<file path="src/rtl/rr_arbiter_8_pkg.sv">
// Shared definitions for the 8-way round-robin arbiter: FSM encoding and sizes.
package rr_arbiter_8_pkg;
  localparam int NUM_REQ = 8;
  localparam int IDX_W   = 3;

  typedef enum logic {
    IDLE  = 1'b0,
    GRANT = 1'b1
  } state_t;
endpackage

</file>
<file path="src/rtl/rr_arbiter_8_prio_enc.sv">
// Rotating-priority search: first set req bit at or above ptr, wrapping 7->0.
module rr_prio_enc8
  import rr_arbiter_8_pkg::*;
(
  input  logic [NUM_REQ-1:0] req,
  input  logic [IDX_W-1:0]   ptr,
  output logic               found,
  output logic [IDX_W-1:0]   idx
);

  logic [IDX_W-1:0] cand;

  // Walk offsets from farthest to nearest so the nearest hit is written last.
  always_comb begin
    found = 1'b0;
    idx   = '0;
    cand  = '0;
    for (int i = NUM_REQ - 1; i >= 0; i--) begin
      cand = ptr + IDX_W'(i);
      if (req[cand]) begin
        found = 1'b1;
        idx   = cand;
      end
    end
  end

endmodule

</file>
<file path="src/rtl/rr_arbiter_8.sv">
// 8-requester round-robin arbiter with registered one-hot grant.
// Optional hold-timeout preemption is compiled in with `define RR_ARB_TIMEOUT_EN.
module rr_arbiter_8
  import rr_arbiter_8_pkg::*;
#(
  parameter int MAX_HOLD = 16
) (
  input  logic               clk,
  input  logic               rst_n,
  input  logic               enable,
  input  logic [NUM_REQ-1:0] req,
  output logic [NUM_REQ-1:0] gnt,
  output logic [IDX_W-1:0]   gnt_id,
  output logic               gnt_valid,
  output logic               preempt
);

  generate
    if (MAX_HOLD < 2 || MAX_HOLD > 255) begin : g_bad_hold
      $error("rr_arbiter_8: MAX_HOLD must be within 2..255");
    end
  endgenerate

  state_t             state, state_nx;
  logic [NUM_REQ-1:0] gnt_nx;
  logic [IDX_W-1:0]   gnt_id_nx;
  logic               gnt_valid_nx;
  logic               preempt_nx;
  logic [IDX_W-1:0]   ptr, ptr_nx;
  logic               found;
  logic [IDX_W-1:0]   idx;

`ifdef RR_ARB_TIMEOUT_EN
  localparam logic [7:0] HOLD_LIM = 8'(MAX_HOLD - 1);
  logic [7:0] hold_cnt, hold_cnt_nx;
`endif

  rr_prio_enc8 u_prio (
    .req   (req),
    .ptr   (ptr),
    .found (found),
    .idx   (idx)
  );

  always_comb begin
    state_nx     = state;
    gnt_nx       = gnt;
    gnt_id_nx    = gnt_id;
    gnt_valid_nx = gnt_valid;
    ptr_nx       = ptr;
    preempt_nx   = 1'b0;
`ifdef RR_ARB_TIMEOUT_EN
    hold_cnt_nx  = hold_cnt;
`endif
    case (state)
      IDLE: begin
        if (enable && found) begin
          state_nx     = GRANT;
          gnt_nx       = NUM_REQ'(1) << idx;
          gnt_id_nx    = idx;
          gnt_valid_nx = 1'b1;
          ptr_nx       = idx + IDX_W'(1);
`ifdef RR_ARB_TIMEOUT_EN
          hold_cnt_nx  = '0;
`endif
        end
      end
      GRANT: begin
        if (!req[gnt_id]) begin
          state_nx     = IDLE;
          gnt_nx       = '0;
          gnt_valid_nx = 1'b0;
`ifdef RR_ARB_TIMEOUT_EN
        // Revoke only if someone else is waiting; otherwise hold the count at the limit.
        end else if (hold_cnt == HOLD_LIM && (req & ~gnt) != '0) begin
          state_nx     = IDLE;
          gnt_nx       = '0;
          gnt_valid_nx = 1'b0;
          preempt_nx   = 1'b1;
        end else if (hold_cnt != HOLD_LIM) begin
          hold_cnt_nx  = hold_cnt + 8'd1;
`endif
        end
      end
      default: begin
        state_nx     = IDLE;
        gnt_nx       = '0;
        gnt_valid_nx = 1'b0;
      end
    endcase
  end

  always_ff @(posedge clk or negedge rst_n) begin
    if (!rst_n) begin
      state     <= IDLE;
      gnt       <= '0;
      gnt_id    <= '0;
      gnt_valid <= 1'b0;
      preempt   <= 1'b0;
      ptr       <= '0;
    end else begin
      state     <= state_nx;
      gnt       <= gnt_nx;
      gnt_id    <= gnt_id_nx;
      gnt_valid <= gnt_valid_nx;
      preempt   <= preempt_nx;
      ptr       <= ptr_nx;
    end
  end

`ifdef RR_ARB_TIMEOUT_EN
  always_ff @(posedge clk or negedge rst_n) begin
    if (!rst_n) hold_cnt <= '0;
    else        hold_cnt <= hold_cnt_nx;
  end
`endif

endmodule

</file>
<file path="config.mk">
export PLATFORM = sky130hd
export DESIGN_NAME = rr_arbiter_8
export DESIGN_NICKNAME = d
export VERILOG_FILES = /design/src/rtl/rr_arbiter_8_pkg.sv /design/src/rtl/rr_arbiter_8_prio_enc.sv /design/src/rtl/rr_arbiter_8.sv
export SDC_FILE = /design/constraint.sdc
export NUM_CORES = 1
export LEC_CHECK = 0
export CAP_MARGIN = 30
export CORE_MARGIN = 5
export CORE_UTILIZATION = 26
export DETAILED_ROUTE_END_ITERATION = 12
export PLACE_DENSITY = 0.52
export SETUP_SLACK_MARGIN = 0.3
export SLEW_MARGIN = 20
export SYNTH_ARGS = -nofsm -noshare
export SYNTH_HDL_FRONTEND = slang
export SYNTH_SLANG_ARGS = --single-unit
</file>
<file path="constraint.sdc">
create_clock -name clk -period 5.45 [get_ports clk]
set_input_delay 1.09 -clock clk [delete_from_list [all_inputs] [get_ports clk]]
set_output_delay 1.09 -clock clk [all_outputs]
set_load 0.02 [all_outputs]
</file>
==> run metrics <==
status completed; Die X between 90 and 100 um; crit path launch type register; Critical Path Max Stage Delay 0.66 ns; worst slew pin tran 0.863 ns; RD Place Congestion about 0.8; htree depth 1; Fmax achieved around 250 MHz; Via Count around 1600; Crit path max-delay family adder cells; NumNets Final 218; Die H 95.0 um; register area share after synthesis 0.213; min Tclk post-route between 3 and 4 ns; drt total wl 4890 um; syn_nets 204; Clock Latency Late Sink between 0.2 and 0.25 ns; required time worst endpoint 5.55 ns; synth cell count leaders 20 x nor2_1, 16 x dfrtp_1, 14 x mux2_2, 13 x nand2_1, 12 x mux2i_1; layout cells sized above 1 0.188; Antenna Cells 0; FF-to-FF Start ptr[0]$_DFFE_PN0P_; Fillers 750; Synth area leaders dfrtp_1 21%, mux2_2 8.4%, mux4_2 8.4%; post_cts resized 0; Starting DRT DRC Count roughly 110; WP buf/inv 2; Worst Clk Skew between 0.001 and 0.0015 ns; wire per inst roughly 16 um; # port buffers 22; most frequent cell on the critical path ha_1; data arrival time of the worst path 4.06 ns; hold_sp gnt[6]$_DFFE_PN0P_; Hold Crit Depth 1; final hold vios 0; area occupied by multi-input gates about 1300 sq um; initial antenna violation count 0; r2r worst-path depth 13; Worst slew margin 0.424; endpoints failing setup 0; Area Overhead vs Synth 15.4%; CTS Sinks 16; crit path max-delay cell type ha_1; FF/Latch Area about 400 sq um; Post-Syn Area per Cell ~10 sq um; Worst setup EP type register; pin count of the biggest net entering global routing 32; crit-path cells buf_4 -> inv_1 -> ha_1 -> mux2_2 -> nor3_1 -> a221oi_1 -> a211oi_1 -> a2111oi_4 -> or3_4 -> nor2_1 -> ha_1 -> nand2_1 -> o21ai_0; Num CTS Buffers 3; final worst path period share 0.727; clock tree root driver cell clkbuf_8; WS Path Type reg2reg; Final HPWL DP 3710 um; Ports 24; Initial Util 0.263; Routed Antenna Nets 0; post-CTS setup buffers 0; number of vias per cell 5.32; number of global-route vias before repair about 1500; synth unique cells 58; worst reg2reg path endpoint ptr[2]$_DFFE_PN0P_; # Max-Cap Violations 0; Clock Tree Buf Depth 2; TNS Setup 0 ns; Clk pin slew, worst setup/hold paths 0.06 ns; Synth Register Bits 16; leading area contributor after synthesis dfrtp_1; Ys Warns 0; Mapped Cells between 150 and 200; post-synth top area share 0.213; CTS tree built; WHS Endpoint gnt[6]$_DFFE_PN0P_; core area between 7000 and 8000 sq um; RSZ-0062 raised after global routing no; reg2reg setup slack about 1.5 ns; DRC viols 0; GRT Overall Usage 0.111; GR Overflow Total 0; first-pass GRT wire length roughly 8000 um; most frequent cell after synthesis nor2_1; final slew viol count 0; Row Count 31; CTS Hold Bufs 0; Post-synth EDFFs 0; FFs w/ async S/R, synth 1.00; Worst Path Max Fanout 31; Hold Crit Class reg2reg; synthesized area about 1900 sq um; die area about 9000 sq um; ys flop type dfrtp_1; router iterations before antenna repair 4
## registers in the layout, summed over array words and instances (netlist names)
| name | cells |
|---|---|
| ptr | 3 |
| gnt_id | 3 |
| state | 1 |
| gnt_valid | 1 |
| gnt | 8 |
## stage by stage
stage | cells | hold slack, ns | setup WS (ns) | utilization | area, sq um
5_1_grt | 301 | 0.514 | 1.23 | 0.304 | 2170
2_1_floorplan | 190 | 0.506 | 1.96 | - | 1880
3_5_place_dp | 298 | 0.491 | 1.30 | 0.298 | 2130
4_1_cts | 301 | 0.505 | 1.50 | 0.304 | 2170
6_report | 301 | 0.498 | 1.49 | 0.304 | 2170
3_3_place_gp | 298 | 0.478 | 1.30 | 0.298 | 2130
## layer usage
| layer | routed length, um | vias to the layer above | track usage |
|---|---|---|---|
| li1 | - | 758 | - |
| met1 | 2330 | 806 | 0.152 |
| met2 | 2340 | 31 | 0.184 |
| met3 | 139 | 6 | 0.0213 |
| met4 | 70 | 0 | 0.0204 |
| met5 | 0 | - | 0 |
## how the worst max path moves through the flow
stage,cells after the start,slack (ns),endpoint,start
global placement,11,1.30,ptr[2]$_DFFE_PN0P_,req[5]
global route,13,1.23,ptr[2]$_DFFE_PN0P_,ptr[0]$_DFFE_PN0P_
finish,13,1.49,ptr[2]$_DFFE_PN0P_,ptr[0]$_DFFE_PN0P_
floorplan,15,1.96,ptr[2]$_DFFE_PN0P_,ptr[0]$_DFFE_PN0P_
CTS,13,1.50,ptr[2]$_DFFE_PN0P_,ptr[0]$_DFFE_PN0P_
detailed placement,11,1.30,ptr[2]$_DFFE_PN0P_,req[5]
## cells by family after synthesis
group | count (synthesis) | share of synthesized area
AO/OA/AOI/OAI | 52 | 0.225
XOR/XNOR | 4 | 0.0286
adder cells (fa/ha/maj) | 3 | 0.0200
buffers and inverters | 24 | 0.0772
flip-flops | 16 | 0.213
multiplexers | 39 | 0.303
other | 1 | 0.00200
AND/OR/NAND/NOR | 51 | 0.131
## cell usage in the layout, fill, tap and decap left out, types with 3 or more instances in the layout
master           netlist  final
clkdlybuf4s50_1        0     22
nor2_1                20     20
dfrtp_1               16     16
mux2_2                14     14
nand2_1               13     13
mux2i_1               12     12
a21oi_1                8      8
inv_1                  7      7
mux4_2                 7      7
a32o_1                 7      7
o21ai_0                6      6
mux4_1                 4      4
a31oi_1                3      3
nor2b_1                3      3
nor3_1                 3      3
a22oi_1                3      3
ha_1                   3      3
clkbuf_8               0      3
## worst register-to-register path: stages, from the launching register on
cell	delay, ns
dfrtp_1	0.32
buf_4	0.33
inv_1	0.24
ha_1	0.66
mux2_2	0.44
nor3_1	0.21
a221oi_1	0.13
a211oi_1	0.41
a2111oi_4	0.14
or3_4	0.43
nor2_1	0.12
ha_1	0.23
nand2_1	0.06
o21ai_0	0.11
## area by class of cell
cell class                 count  share of cell area
clock buffer                   3              0.0190
inverter                       9              0.0156
multi-input combinational    150               0.615
sequential                    16               0.185
tap                           99              0.0571
timing repair buffer          24               0.108
Power is left out: the tool's default activity adds up to more than one toggle a clock period on the data nets, which glitch-free logic cannot reach.
